$ cat src/rtl/ram_port_arbiter.sv
// ram_port_arbiter: round-robin two-requester front end for a single-port RAM,
// with a sequencer that fills every location with CLR_VALUE.
module ram_port_arbiter #(
    parameter int DATA_WIDTH = 8,
    parameter int ADDR_WIDTH = 10,
    parameter logic [DATA_WIDTH-1:0] CLR_VALUE = '0
) (
    input  logic                  clk,
    input  logic                  reset,
    input  logic                  clr_start,
    output logic                  busy,
    output logic                  clr_done,
    input  logic                  req0,
    input  logic                  req1,
    input  logic                  we0,
    input  logic                  we1,
    input  logic [ADDR_WIDTH-1:0] addr0,
    input  logic [ADDR_WIDTH-1:0] addr1,
    input  logic [DATA_WIDTH-1:0] wdata0,
    input  logic [DATA_WIDTH-1:0] wdata1,
    output logic                  gnt0,
    output logic                  gnt1,
    output logic                  rvalid0,
    output logic                  rvalid1,
    output logic [DATA_WIDTH-1:0] rdata0,
    output logic [DATA_WIDTH-1:0] rdata1,
    output logic                  ram_we,
    output logic [ADDR_WIDTH-1:0] ram_addr,
    output logic [DATA_WIDTH-1:0] ram_d,
    input  logic [DATA_WIDTH-1:0] ram_q
);
    typedef enum logic {SERVE, CLEAR} state_e;

    localparam logic [ADDR_WIDTH:0] LAST = {1'b0, {ADDR_WIDTH{1'b1}}};
    localparam logic [ADDR_WIDTH:0] ONE  = {{ADDR_WIDTH{1'b0}}, 1'b1};

    state_e              state_q, state_d;
    logic [ADDR_WIDTH:0] cnt_q, cnt_d;
    logic                ptr_q, ptr_d;
    logic                busy_q, clr_done_q, rvalid0_q, rvalid1_q;
    logic                serve, arb;

    always_comb begin
        serve    = state_q == SERVE;
        arb      = serve && !clr_start;
        // ptr_q names the requester that wins a tie
        gnt0     = arb && req0 && (!req1 || !ptr_q);
        gnt1     = arb && req1 && (!req0 || ptr_q);
        ram_we   = serve ? (gnt0 ? we0 : gnt1 ? we1 : 1'b0) : 1'b1;
        ram_addr = serve ? (gnt0 ? addr0 : gnt1 ? addr1 : '0) : cnt_q[ADDR_WIDTH-1:0];
        ram_d    = serve ? (gnt0 ? wdata0 : gnt1 ? wdata1 : '0) : CLR_VALUE;
        state_d  = serve ? (clr_start ? CLEAR : SERVE) : (cnt_q == LAST ? SERVE : CLEAR);
        cnt_d    = serve ? '0 : cnt_q + ONE;
        ptr_d    = gnt0 ? 1'b1 : gnt1 ? 1'b0 : ptr_q;
    end

    always_ff @(posedge clk or posedge reset) begin
        if (reset) begin
            state_q    <= SERVE;
            cnt_q      <= '0;
            ptr_q      <= 1'b0;
            busy_q     <= 1'b0;
            clr_done_q <= 1'b0;
            rvalid0_q  <= 1'b0;
            rvalid1_q  <= 1'b0;
        end else begin
            state_q    <= state_d;
            cnt_q      <= cnt_d;
            ptr_q      <= ptr_d;
            busy_q     <= state_d == CLEAR;
            clr_done_q <= !serve && state_d == SERVE;
            rvalid0_q  <= gnt0 && !we0;
            rvalid1_q  <= gnt1 && !we1;
        end
    end

    assign busy     = busy_q;
    assign clr_done = clr_done_q;
    assign rvalid0  = rvalid0_q;
    assign rvalid1  = rvalid1_q;
    assign rdata0   = ram_q;
    assign rdata1   = ram_q;
endmodule

$ cat config.mk
export PLATFORM = sky130hd
export DESIGN_NAME = ram_port_arbiter
export DESIGN_NICKNAME = d
export VERILOG_FILES = /design/src/rtl/ram_port_arbiter.sv
export SDC_FILE = /design/constraint.sdc
export NUM_CORES = 1
export LEC_CHECK = 0
export ABC_AREA = 1
export CAP_MARGIN = 10
export CORE_MARGIN = 4
export CORE_UTILIZATION = 33
export CTS_CLUSTER_SIZE = 40
export DETAILED_ROUTE_END_ITERATION = 7
export PLACE_DENSITY_LB_ADDON = 0.05
export SLEW_MARGIN = 20
export SYNTH_ARGS = -nofsm -noshare
export SYNTH_HDL_FRONTEND = slang
export SYNTH_SLANG_ARGS = --single-unit
export TNS_END_PERCENT = 1
$ cat constraint.sdc
create_clock -name clk -period 1.6 [get_ports clk]
set_input_delay 0.16 -clock clk [delete_from_list [all_inputs] [get_ports clk]]
set_output_delay 0.16 -clock clk [all_outputs]
set_load 0.01 [all_outputs]
==> metrics.yaml, run 1 <==
status: "finished, violations left"
violations: "setup timing"
die_h_um: 67.0
core_area_mm2: 0.00336
synthAdderAreaFrac: 0.0109
period_needed_ns: 1.63
numCtsBuffers: 3
fin_nets: 287
hold_violations: 0
cp-start-kind: "flop"
ant_nets: 0
wl_per_cell_um: 12.7
ys_ff_latch: 16
fmax_mhz: 612
syn-num-nets: 223
endpoint_kind: "output pin"
synth_mux_area_frac: 0
report.final.slew_viol_count: 0
crit_type: "reg -> out"
slew_headroom: 0.854
drc: 0
p_leak_nw: 0.905
cts_tree: "yes"
maxCapViolations: 0
final.period_utilization: 1.02
synth_cells: 171
vias_per_cell: 4.53
r2r_slack_ns: 0.33
place_congestion: 0.879
yosys_warnings: 0
clock_latency_ns: 0.29
n_antenna_cell: 0
cp.required_ns: 1.44
skew_ns: 0.00155
grt_max_degree: 22
clk_root_buffer_cell: "clkbuf_4"
synth_compound_area_frac: 0.0533
initial_core_util: 0.342
tns_ns: -0.175
syn-cell-area_mm2: 0.00115
grt_pass1_vias: 1186
instances_no_fill: 279
worstReg2RegStart: "cnt_q[0]"
final_cell_mix: "68 x nand2_1, 45 x clkdlybuf4s50_1, 20 x buf_2"
grt_first_pass_wirelength_um: 5400
fillCellCount: 356
finalWorstSetupSlack_ns: -0.0339
detailed_place_hpwl_um: 2780
place_ws_ns: -0.316
place_inst: 272
setup_viol: 13
yosys-top-cells-area: "dfrtp_1 35%, nand2_1 23%, buf_4 13%"
grt_setup_unrepaired: "true"
firstDrtPassIters: 4
cts.sinks: 16
yosysTopAreaCell: "dfrtp_1"
pin_count: 92
drive_above_1_share: 0.215
antenna_found_initial: 0
cp.arrival_ns: 1.47
vias: 1263
cts_max_level: 1
synth_top_family_by_area: "simple AND/OR/NAND/NOR gates"
final_util: 0.539
grt_overflow: 0
port-buffer-count: 67
path_max_fanout: 9
critical_path.startpoint: "busy"
area_growth_pct: 57.8
clockBufferDepth: 2
power.density_mw_per_mm2: 776
wirelength_um: 3540
synth-simple-area-share: 0.402
synth_xor_area_frac: 0.00762
max-vdd-ir-drop_mv: 0.700
synth.top_cell.area_share: 0.348
clk_pin_slew_ns: 0.09
grtUsageTotal: 0.158
ys_types: 21
dieWidth_um: 67.0
avgSynthCellArea_um2: 6.72
first_iter_violations: 20
tightest_slew_ns: 0.218
rows: 21
min_path_type: "in -> async"
die_area_mm2: 0.00449
final_common_cell: "nand2_1"
seq_area_frac_synth: 0.348
==> cell usage after synthesis (all sizes together) <==
cell type and instances:
nand2 70, buf 22, nand3 18, nor2 18, dfrtp 16, inv 12
o21ai 5, a21oi 3, a21boi 1, a31oi 1, ha 1, nand4 1
nor3b 1, o211ai 1, xor2 1
==> per-stage QoR <==
| step | area (um^2) | hold WS (ns) | total power [mW] |
|---|---|---|---|
| 2_1_floorplan | 1150 | 0.0737 | 0.973 |
| 3_3_place_gp | 1820 | 0.320 | 1.28 |
| 3_5_place_dp | 1820 | 0.320 | 1.30 |
| 4_1_cts | 1790 | 0.171 | 1.43 |
| 5_1_grt | 1810 | 0.192 | 1.52 |
| 6_report | 1810 | 0.167 | 1.41 |
==> power by group <==
part           switching, mW  internal, mW
registers              0.103         0.499
logic                  0.305         0.287
clock network          0.127        0.0876
==> sequential cells by signal (all words and copies together), names as in the netlist <==
register and count:
cnt_q 11, ptr_q 1, busy 1, rvalid1 1
clr_done 1, rvalid0 1
==> worst max-delay path: stages (launching register included) <==
cell	delay, ns
dfrtp_2	0.45
nor2_4	0.12
nand3_2	0.11
inv_4	0.11
clkbuf_16	0.15
nand2_1	0.05
nand3_1	0.07
buf_2	0.13
==> cell families (layout without fill, tap and decap cells) <==
kind of cell | count (synthesis) | in the layout
buffers and inverters | 34 | 96
AND/OR/NAND/NOR | 108 | 108
AO/OA/AOI/OAI | 11 | 11
adder cells (fa/ha/maj) | 1 | 1
flip-flops | 16 | 16
XOR/XNOR | 1 | 1
==> timing repair <==
action	in CTS	in global routing
endpoints found under the hold margin	0	0
buffers inserted	3	0
cloned	0	1
setup endpoints to repair	22	22
hold buffers	0	0
pin swaps	2	2
gates resized for setup	82	10
==> layer usage <==
| layer | up-vias | GRT usage | share of wire |
|---|---|---|---|
| li1 | 646 | - | - |
| met1 | 563 | 0.186 | 0.42 |
| met2 | 45 | 0.276 | 0.49 |
| met3 | 9 | 0.0371 | 0.080 |
| met4 | 0 | 0.0532 | 0.013 |
| met5 | - | 0 | 0 |
==> layout make-up <==
type	instances	area (um^2)	area share
multi-input cells	121	562	0.310
clock buffers	3	22.5	0.0124
inverters	12	47.5	0.0262
repair buffers	81	723	0.399
flip-flops and latches	16	402	0.221
well taps	46	57.6	0.0317
==> path summary, 6_finish.rpt <==
check	to	cells past startpoint
worst max-delay path	ram_we	7
worst min-delay path	busy	3
worst max register to register	cnt_q[8]	7
worst min register to register	cnt_q[0]	1
max in group asynchronous	busy	3
min in group clk	rdata0[6]	0
Note: power is estimated with default switching activity, not from simulation.
==> run 2, diff against run 1 <==
Settings changed: CORE_ASPECT_RATIO set to 2, PLACE_DENSITY set to 0.81, PLACE_DENSITY_LB_ADDON 0.05 to unset, SLEW_MARGIN 20 to 0.
==> run 2 against run 1 <==
  * The flow still finishes with violations (setup timing)
  * Register-to-register slack gained 0.02 ns
  * Core utilization grew 3.1 points
  * Sequential power is essentially flat
  * Critical path type unchanged
==> metrics.yaml, run 2 (same netlist as run 1, synthesis figures left out) <==
power.density_mw_per_mm2: 796
period_needed_ns: 1.67
numCtsBuffers: 3
port-buffer-count: 67
clock_latency_ns: 0.25
final_cell_mix: "63 x nand2_1, 45 x clkdlybuf4s50_1, 16 x dfrtp_1"
area_growth_pct: 67.5
slew_headroom: 0.847
pwr-share-clk: 0.197
place_inst: 255
seqPwrFrac: 0.393
grt_pass1_vias: 1240
worst_path_max_delay_cell: "dfrtp_1"
cp.arrival_ns: 1.51
fin_nets: 290
multi_input_area_um2: 599
grt_first_pass_wirelength_um: 5890
tightest_slew_ns: 0.230
grtUsageTotal: 0.167
crit_chain: "nor2_4 -> nand3_4 -> inv_6 -> buf_12 -> buf_6 -> nand2_2 -> nand2_1 -> buf_2"
die_h_um: 91.5
wirelength_um: 4050
regMostFlops: "cnt_q"
largest_register_ffs: 11
p_leak_nw: 0.947
comb_power_share: 0.411
vias_per_cell: 4.96
clk_pin_slew_ns: 0.06
maxCapViolations: 0
core_area_mm2: 0.00338
max-vdd-ir-drop_mv: 0.603
instances_no_fill: 268
endpoint_kind: "output pin"
final_common_cell: "nand2_1"
report.final.slew_viol_count: 0
detailed_place_hpwl_um: 2900
fillCellCount: 302
violations: "setup timing"
finalPower_mw: 1.53
cp.required_ns: 1.44
clk_root_buffer_cell: "clkbuf_8"
firstDrtPassIters: 4
wl_per_cell_um: 15.1
cp-start-kind: "flop"
cp_num_buf_inv: 4
grt_setup_unrepaired: "true"
dieWidth_um: 49.7
n_antenna_cell: 0
cts.sinks: 16
skew_ns: 0.00505
grt_max_degree: 22
setup_viol: 15
hold_violations: 0
internal_power_mw: 0.975
finalWorstSetupSlack_ns: -0.0724
cp_top_family: "buffers and inverters"
antenna_found_initial: 0
pin_count: 92
final.period_utilization: 1.05
cts_max_level: 1
drc: 0
clockBufferDepth: 2
cts_tree: "yes"
regArea_um2: 400
rows: 30
first_iter_violations: 19
ant_nets: 0
crit_type: "reg -> out"
place_congestion: 0.845
status: "finished, violations left"
min_path_type: "in -> async"
drive_above_1_share: 0.250
power.switching_mw: 0.557
initial_core_util: 0.340
path_max_fanout: 8
die_area_mm2: 0.00455
swShare: 0.363
vias: 1328
fmax_mhz: 598
grt_overflow: 0
slowest_delay_ns: 0.42
run 2: power by group through the flow:
stage	sequential (mW)	clock, mW	combinational, mW
after floorplan	0.581	0	0.392
after global placement	0.600	0	0.671
after detailed placement	0.606	0	0.683
final	0.602	0.301	0.629
after global routing	0.616	0.336	0.706
after CTS	0.601	0.308	0.608
run 2: stage by stage:
step	instance area (um^2)	worst slack [ns]	TNS, ns	hold slack [ns]	utilization
3_3_place_gp	1780	-0.338	-5.60	0.320	0.526
3_5_place_dp	1780	-0.368	-6.20	0.320	0.526
5_1_grt	1930	-0.135	-1.65	0.252	0.570
2_1_floorplan	1150	0.367	0	0.0737	-
4_1_cts	1790	-0.0745	-0.198	0.229	0.529
6_report	1930	-0.0724	-0.483	0.224	0.570
run 2: area by class of cell:
class / count / area share
clock buffers: 3 / 0.0214
inverters: 12 / 0.0286
flip-flops and latches: 16 / 0.208
multi-input cells: 121 / 0.311
repair buffers: 84 / 0.410
well taps: 32 / 0.0208
run 2: timing repair:
action                                  4_1_cts  5_1_grt
resized for setup                            72       33
setup buffers                                 3        5
endpoints found under the setup margin       22       22
pin swaps                                     2        8
hold buffers                                  0        0
gates cloned                                  0        2
run 2: path summary, 6_finish.rpt:
kind,startpoint,to,slack (ns),cells after the start
max,busy,ram_d[6],-0.07,8
min,reset,rvalid1,0.22,3
max reg2reg,busy,busy,0.35,7
min reg2reg,cnt_q[0],cnt_q[0],0.51,1
max in group asynchronous,reset,cnt_q[2],1.17,3
min in group clk,ram_q[5],rdata0[5],0.32,0
run 2: routing by layer:
metal | GRT usage | wire length (um)
met5 | 0 | 0
met3 | 0.0263 | 280
met4 | 0.118 | 163
met2 | 0.314 | 2340
met1 | 0.153 | 1260
run 2: worst reg2reg max path: cells and delay by family, from the launching register on:
family,cells,cell delay (ns)
buffers and inverters,5,0.61
DFF,1,0.41
and+or+nand+nor,2,0.17
